--- src/rtl/rvfi_order_buffer.sv ---
// rvfi_order_buffer: reorders out-of-order RVFI retirements into a strictly
// increasing stream, one per cycle, flagging out-of-window and duplicate arrivals.
module rvfi_order_buffer #(
   parameter int XLEN  = 32,
   parameter int DEPTH = 8,
   localparam int AW   = $clog2(DEPTH)
) (
   input  logic            clock,
   input  logic            resetn,
   input  logic            in_valid,
   input  logic [63:0]     in_order,
   input  logic [4:0]      in_rs1_addr,
   input  logic [4:0]      in_rs2_addr,
   input  logic [4:0]      in_rd_addr,
   input  logic [XLEN-1:0] in_rs1_rdata,
   input  logic [XLEN-1:0] in_rs2_rdata,
   input  logic [XLEN-1:0] in_rd_wdata,
   output logic            out_valid,
   output logic [63:0]     out_order,
   output logic [4:0]      out_rs1_addr,
   output logic [4:0]      out_rs2_addr,
   output logic [4:0]      out_rd_addr,
   output logic [XLEN-1:0] out_rs1_rdata,
   output logic [XLEN-1:0] out_rs2_rdata,
   output logic [XLEN-1:0] out_rd_wdata,
   output logic            err_window,
   output logic            err_dup,
   output logic [AW:0]     pending
);
   localparam int RW = 15 + 3 * XLEN;

   logic [RW-1:0]    mem_q [DEPTH];
   logic [DEPTH-1:0] full_q, full_d;
   logic [63:0]      head_q, head_d;
   logic [AW:0]      pending_q, pending_d;
   logic [RW-1:0]    out_rec_q, out_rec_d;
   logic [63:0]      out_order_q, out_order_d;
   logic             out_valid_q, out_valid_d;
   logic             err_window_q, err_window_d;
   logic             err_dup_q, err_dup_d;
   logic [RW-1:0]    in_rec;
   logic [AW-1:0]    wslot, hslot;
   logic             in_win, drain, accept;

   assign in_rec = {in_rs1_addr, in_rs2_addr, in_rd_addr, in_rs1_rdata, in_rs2_rdata, in_rd_wdata};
   assign wslot  = in_order[AW-1:0];
   assign hslot  = head_q[AW-1:0];
   // Distance form of head <= order <= head+DEPTH-1 never overflows near 2^64
   assign in_win = (in_order >= head_q) && ((in_order - head_q) < 64'(DEPTH));
   assign drain  = full_q[hslot];
   assign accept = in_valid && in_win && !full_q[wslot];

   always_comb begin
      full_d = full_q;
      if (drain) full_d[hslot] = 1'b0;
      if (accept) full_d[wslot] = 1'b1;
      head_d       = head_q + {63'd0, drain};
      pending_d    = pending_q + {{AW{1'b0}}, accept} - {{AW{1'b0}}, drain};
      out_valid_d  = drain;
      out_rec_d    = drain ? mem_q[hslot] : out_rec_q;
      out_order_d  = drain ? head_q : out_order_q;
      err_window_d = err_window_q | (in_valid & ~in_win);
      err_dup_d    = err_dup_q | (in_valid & in_win & full_q[wslot]);
   end

   always_ff @(posedge clock) begin
      if (!resetn) begin
         full_q       <= '0;
         head_q       <= '0;
         pending_q    <= '0;
         out_valid_q  <= 1'b0;
         out_rec_q    <= '0;
         out_order_q  <= '0;
         err_window_q <= 1'b0;
         err_dup_q    <= 1'b0;
      end else begin
         full_q       <= full_d;
         head_q       <= head_d;
         pending_q    <= pending_d;
         out_valid_q  <= out_valid_d;
         out_rec_q    <= out_rec_d;
         out_order_q  <= out_order_d;
         err_window_q <= err_window_d;
         err_dup_q    <= err_dup_d;
      end
   end

   // Record storage needs no reset: full flags alone decide what is live
   always_ff @(posedge clock) begin
      if (resetn && accept) mem_q[wslot] <= in_rec;
   end

   assign {out_rs1_addr, out_rs2_addr, out_rd_addr, out_rs1_rdata, out_rs2_rdata, out_rd_wdata} = out_rec_q;
   assign out_valid  = out_valid_q;
   assign out_order  = out_order_q;
   assign err_window = err_window_q;
   assign err_dup    = err_dup_q;
   assign pending    = pending_q;
endmodule
--- config.mk ---
export PLATFORM = sky130hd
export DESIGN_NAME = rvfi_order_buffer
export DESIGN_NICKNAME = d
export VERILOG_FILES = /design/src/rtl/rvfi_order_buffer.sv
export SDC_FILE = /design/constraint.sdc
export NUM_CORES = 1
export LEC_CHECK = 0
export ABC_CLOCK_PERIOD_IN_PS = 15300
export BUFFER_PORTS_ARGS = -buffer_cell sky130_fd_sc_hd__buf_2
export CELL_PAD_IN_SITES_DETAIL_PLACEMENT = 1
export CELL_PAD_IN_SITES_GLOBAL_PLACEMENT = 2
export CORE_ASPECT_RATIO = 1.2
export CORE_MARGIN = 2
export CORE_UTILIZATION = 45
export CTS_BUF_LIST = sky130_fd_sc_hd__clkbuf_4 sky130_fd_sc_hd__clkbuf_8
export DETAILED_ROUTE_END_ITERATION = 10
export PLACE_DENSITY = 0.93
export SYNTH_ARGS = -nofsm -noshare
export SYNTH_HDL_FRONTEND = slang
export SYNTH_SLANG_ARGS = --single-unit
--- constraint.sdc ---
create_clock -name clock -period 15.3 [get_ports clock]
set_clock_uncertainty 0.15 [all_clocks]
set_input_delay 1.53 -clock clock [delete_from_list [all_inputs] [get_ports clock]]
set_output_delay 1.53 -clock clock [all_outputs]
set_load 0.005 [all_outputs]
# [After elaboration in Yosys (flattened, before gate mapping)]
# Memory sizes are Yosys's and may differ from the RTL's. A register that Yosys moved wholly into a read port is not among the register bits.
# Cells that the tools add are included.
[classes] addsub=4 magnitude_cmp=6 muxes=12 n_bitwise=9 reduce_logical=8
[op_table] operator="$add 64x1->64" count=1
[op_table] operator="$ge 64x64->1" count=1
[op_table] operator="$lt 64x4->1 const B" count=1
[op_table] operator="$sub 64x64->64" count=1
[op_table] operator="$mux 8" count=2
[op_table] operator="$and 8x8->8" count=1
[op_table] operator="$lt 3x4->1 const B" count=2
[op_table] operator="$not 8->8" count=1
[op_table] operator="$or 8x8->8" count=1
[op_table] operator="$bmux 1 s3" count=2
[op_table] operator="$demux 1 s3" count=2
[op_table] operator="$ge 3x1->1 const B" count=2
[op_table] operator="$logic_and 1x1->1" count=6
[op_table] operator="$mux 1" count=6
[op_table] operator="$add 4x1->4" count=1
[op_table] operator="$sub 4x1->4" count=1
[op_table] operator="$and 1x1->1" count=3
[op_table] operator="$logic_not 1->1" count=2
[op_table] operator="$or 1x1->1" count=2
[op_table] operator="$not 1->1" count=1
[totals] regBits=143 ram_bits=888 input_bits=178 elab_cells=47 mem_count=1
[memory_table] memory="mem_q" words=8 word_bits=111 rd=1 rd_ports_with_merged_regs=1 write_ports=1 line_no="32" source="logic [RW-1:0] mem_q [DEPTH];"

# [Logic depth before layout (Yosys ltp)]
[logic_depth] word_depth=9 mapped_depth=22 mapped_depth_nobuf=20

# [Worst setup path after synthesis]
# OpenSTA, ideal clock, no wires.
[synth_path] kind="in2reg" startpoint="input in_order[0]" endpoint="memory mem_q[2][0] in the netlist's numbering, enable pin" setup_ns=0.717 arrival_ns=11.920 t_required_ns=14.433 path_slack_ns=2.513 stages=14 path_buffers=1 path_cell_list="clkbuf_1 -> inv_1 -> ha_1 -> and2b_1 -> o211a_1 -> o2111ai_1 -> o31a_1 -> a21oi_2 -> o21ai_1 -> or4_1 -> a31o_1 -> nor4_4 -> nand4_4 -> nor3_1"
[synth_via] elab_chain_len=8
[synth_rtl] element="start: declaration" line_no="11" source="input logic [63:0] in_order,"
[synth_rtl] element="$sub 64x64->64" line_no="49" source="assign in_win = (in_order >= head_q) && ((in_order - head_q) < 64'(DEPTH));"
[synth_rtl] element="$lt 64x4->1" line_no="49"
[synth_rtl] element="$logic_and 1x1->1" line_no="49"
[synth_rtl] element="$logic_and 1x1->1 (2 in series)" line_no="51" source="assign accept = in_valid && in_win && !full_q[wslot];"
[synth_rtl] element="$logic_and 1x1->1" line_no="90" source="if (resetn && accept) mem_q[wslot] <= in_rec;"
[synth_rtl] element="$mux 1" line_no="90"
[synth_rtl] element="$mux 1 (not written as such)" line_no="90"
[synth_rtl] element="end: declaration" line_no="32"
# Several ways; a longest one is shown, not always the timed one. The select of a mux whose other input is x is not followed.

# [Worst setup path in the final report]
[layout_path] startpoint="input in_order[24]" endpoint="memory mem_q[2][41] in the netlist's numbering, enable pin"
[layout_via] elab_chain_len=8
[layout_rtl] element="$sub 64x64->64" line_no="49"
[layout_rtl] element="$lt 64x4->1" line_no="49"
[layout_rtl] element="$logic_and 1x1->1 *" line_no="49"
[layout_rtl] element="$logic_and 1x1->1 * (2 in series)" line_no="51"
[layout_rtl] element="$logic_and 1x1->1 *" line_no="90"
[layout_rtl] element="$mux 1 *" line_no="90"
[layout_rtl] element="$mux 1 (not written as such) *" line_no="90"
# Mark *: on every way between the ends. The rest lies on a longest branch, timed or not.

==> insert_results.sql <==
INSERT INTO impl_metrics (metric_group, metric, value, unit) VALUES
('synth', 'synth_area', '48800', 'µm²'),
('timing', 'period_needed', '7.09', 'ns'),
('detailed_routing', 'route.vias.total', '32195', ''),
('placement', 'post-dp-hpwl', '96800', 'µm'),
('synth', 'synth_nets', '3660', ''),
('synth', 'synth_seq_area_share', '65.1', '%'),
('pwr', 'worst_ir_drop_vdd', '0.0842', 'mV'),
('synth', 'synth_most_common_cell', 'edfxtp_1', ''),
('timing', 'max_slew.worst_pin.slew', '1.10', 'ns'),
('synth', 'netlist-cell-type-count', '97', ''),
('floorplanning', 'die_h', '365', 'µm'),
('clock_tree', 'clkTransAtPathRegs', '0.06', 'ns'),
('clock_tree', 'clockRootBuffer', 'clkbuf_8', ''),
('detailed_routing', '1st_pass_router_iterations', '6', ''),
('global_route', 'maximum_number_of_pins_on_one_net_before_global_route_repair', '152', ''),
('clock_tree', 'h_tree_levels', '4', ''),
('synth', 'synth_cells', '3411', ''),
('timing', 'final_cycle_share', '46.3', '%'),
('critical_path', 'cp_max_fo', '56', ''),
('floorplanning', 'start_util', '45.3', '%'),
('timing', 'max_freq', '141', 'MHz'),
('critical_path', 'critical-path-max-stage-delay', '0.89', 'ns'),
('synth', 'synth_enable_flop_cells', '888', ''),
('layout', 'nNetsFinal', '4024', ''),
('detailed_routing', 'drc_violation_count_after_routing', '0', ''),
('clock_tree', 'post_cts_setup_buffers', '0', ''),
('floorplanning', 'floorplan.die.width', '305', 'µm'),
('timing', 'rel_slew_slack', '26.7', '%'),
('synth', 'synth_ff_type', 'edfxtp_1', ''),
('clock_tree', 'cts-resized-gates', '0', ''),
('clock_tree', 'clock_tree_from_tritoncts', 'built', ''),
('job', 'drv_cap', '0', ''),
('synth', 'synth_warnings', '0', ''),
('detailed_routing', 'drt-initial-drc-count', '3098', ''),
('global_route', 'overflow', '0', ''),
('timing', 'final.hold.worst_slack', '0.310', 'ns'),
('global_route', 'track_usage', '27.5', '%'),
('synth', 'synth-seq-cells', '1142', ''),
('worst_hold_path', 'hold_path.class', 'reg2reg', ''),
('timing', 'final-max-slew-violation-count', '0', ''),
('global_route', 'first_global_vias', '33849', ''),
('critical_path', 'timing.critical_path.from_type', 'input port', ''),
('layout', 'fillers', '10652', ''),
('synth', 'synth.top_cells.by_area', 'edfxtp_1 (55%), dfxtp_1 (10%), mux4_2 (10%)', ''),
('synth', 'synth_top_area_share', '54.6', '%'),
('timing', 'hold_viol_final', '0', ''),
('detailed_routing', 'final_antenna_net_count', '0', ''),
('detailed_routing', 'viasPerCell', '6.01', ''),
('pwr', 'power.density', '115', 'nW/µm²'),
('clock_tree', 'cts_buffer_depth', '3', ''),
('clock_tree', 'tritoncts.num_buffers', '175', ''),
('timing', 'rsz0062_at_grt', 'false', ''),
('clock_tree', 'cts_hold_buf', '0', ''),
('global_route', 'antenna_found_initial', '45', ''),
('critical_path', 'critical_path_arrival', '7.41', 'ns'),
('placement', 'port-buffer-count', '359', ''),
('critical_path', 'critical_path.cell_chain', 'buf_2 -> ha_1 -> nand2_1 -> nor4_1 -> o21ai_1 -> a21oi_2 -> o21ai_1 -> or4_1 -> a31o_1 -> nor4_4 -> nand4_4 -> nor3_2 -> buf_4 -> buf_4', ''),
('timing', 'setup_tns', '0', 'ns'),
('synth', 'synth.top_cells.by_count', 'edfxtp_1 (888), nand2_1 (477), dfxtp_1 (254), mux4_2 (222), nand3_1 (148)', ''),
('layout', 'flow.area_growth_from_synthesis', '14.5', '%'),
('floorplanning', 'core.rowCount', '132', ''),
('global_route', 'grt_pass1_wl', '228000', 'µm'),
('critical_path', 'slowest_stage', 'buf_4', ''),
('floorplanning', 'floorplan.core_area', '108000', 'µm²'),
('critical_path', 'timing.setup.critical_path_class', 'in2reg', ''),
('timing', 'number_of_setup_violations_in_the_final_report', '0', ''),
('synth', 'postSynth.asyncResetShare', '0', '%'),
('critical_path', 'worst_setup_path_end_kind', 'flip-flop', ''),
('detailed_routing', 'routed_wirelength', '154000', 'µm'),
('layout', 'final_layout_size_suffix_gt1_share', '25.1', '%'),
('synth', 'synthesized_area_per_cell', '14.3', 'µm²'),
('pwr', 'static-leakage-power', '20.0', 'nW'),
('clock_tree', 'numClockSinks', '1142', ''),
('clock_tree', 'clock_insertion_delay_worst_skew', '0.87', 'ns'),
('critical_path', 'worst_ep_required_time', '15.62', 'ns'),
('layout', 'finalCoreUtilization', '51.9', '%'),
('placement', 'place_congestion', '0.971', ''),
('synth', 'post-synth-top-area-cell', 'edfxtp_1', ''),
('detailed_routing', 'detailed_route_wire_length_per_cell', '28.8', 'µm'),
('floorplanning', 'ios', '360', ''),
('run_status', 'outcome', 'complete, no violations', ''),
('floorplanning', 'design.die.area', '111000', 'µm²');
==> metal layers <==
metal	share of wire [%]	up-vias	track usage, %
met1	38	16564	33.8
met3	6.8	301	5.37
li1	-	13884	-
met2	52	1422	48.7
met4	3.4	24	9.62
met5	0.10	-	0
==> where the power goes <==
part           switching [mW]  internal [mW]
logic                   0.174         0.0706
clock network            1.30           1.55
registers            0.000381           3.33
total                    1.47           4.95
==> state kept, by name, indices dropped and copies added, names as in the netlist <==
| name | count |
|---|---|
| err_dup | 1 |
| pending | 4 |
| out_rec_q | 111 |
| err_window | 1 |
| head_q | 64 |
| full_q | 8 |
| out_order | 64 |
| mem_q | 888 |
| out_valid | 1 |
==> path summary, 6_finish.rpt <==
kind	startpoint	end	slack, ns	cells after the start
setup / recovery	in_order[24]	mem_q[2][41]$_DFFE_PP_	8.21	14
hold / removal	out_order[42]$_SDFFE_PN0P_	out_order[42]$_SDFFE_PN0P_	0.31	2
setup reg to reg	head_q[2]$_SDFF_PN0_	mem_q[2][41]$_DFFE_PP_	8.27	15
hold reg to reg	out_order[42]$_SDFFE_PN0P_	out_order[42]$_SDFFE_PN0P_	0.31	2
==> placed cells by master, fill, tap and decap left out, types with 73 or more instances in the layout <==
| master | instances |
|---|---|
| mux4_2 | 222 |
| inv_1 | 90 |
| o211a_1 | 115 |
| a21boi_0 | 73 |
| nand2_1 | 477 |
| clkbuf_8 | 208 |
| dfxtp_1 | 251 |
| nor2_1 | 90 |
| edfxtp_1 | 888 |
| a21oi_1 | 106 |
| nand3_1 | 148 |
| buf_2 | 358 |
==> kinds of logic (layout without fill, tap and decap cells) <==
| family | count (synthesis) | count (layout) | synth area share (%) |
|---|---|---|---|
| AO/OA/AOI/OAI | 556 | 556 | 8.34 |
| XOR/XNOR | 85 | 85 | 1.53 |
| buffers and inverters | 296 | 809 | 2.44 |
| multiplexers | 238 | 238 | 10.6 |
| other | 0 | 27 | 0 |
| flip-flops | 1142 | 1142 | 65.1 |
| adder cells (fa/ha/maj) | 71 | 71 | 1.84 |
| AND/OR/NAND/NOR | 1023 | 1023 | 10.2 |
==> worst max-delay path: cells and delay by family <==
kind,cells,cell delay [ns]
buffers and inverters,3,1.75
adder cells (fa/ha/maj),1,0.52
AND/OR/NAND/NOR,6,2.58
AO/OA/AOI/OAI,4,0.94
==> layout make-up <==
class,count,area (µm²),area share [%]
multi-input combinational,1973,15900,28.5
timing repair buffer,390,2080,3.72
antenna,27,67.6,0.121
inverter,93,359,0.643
clock buffer,261,3250,5.83
tap,1407,1760,3.15
sequential,1142,31800,56.9
clock inverter,65,666,1.19
==> metrics by stage <==
stage	instance area, µm²	power [mW]	cells	setup slack [ns]
2_1_floorplan	48800	3.53	3411	2.51
3_3_place_gp	51900	3.63	5005	7.42
3_5_place_dp	51900	3.64	5005	7.37
4_1_cts	55800	6.47	5331	8.21
5_1_grt	55800	6.61	5350	7.86
6_report	55900	6.42	5358	8.21
No activity file was read; power rests on OpenSTA's default activity.
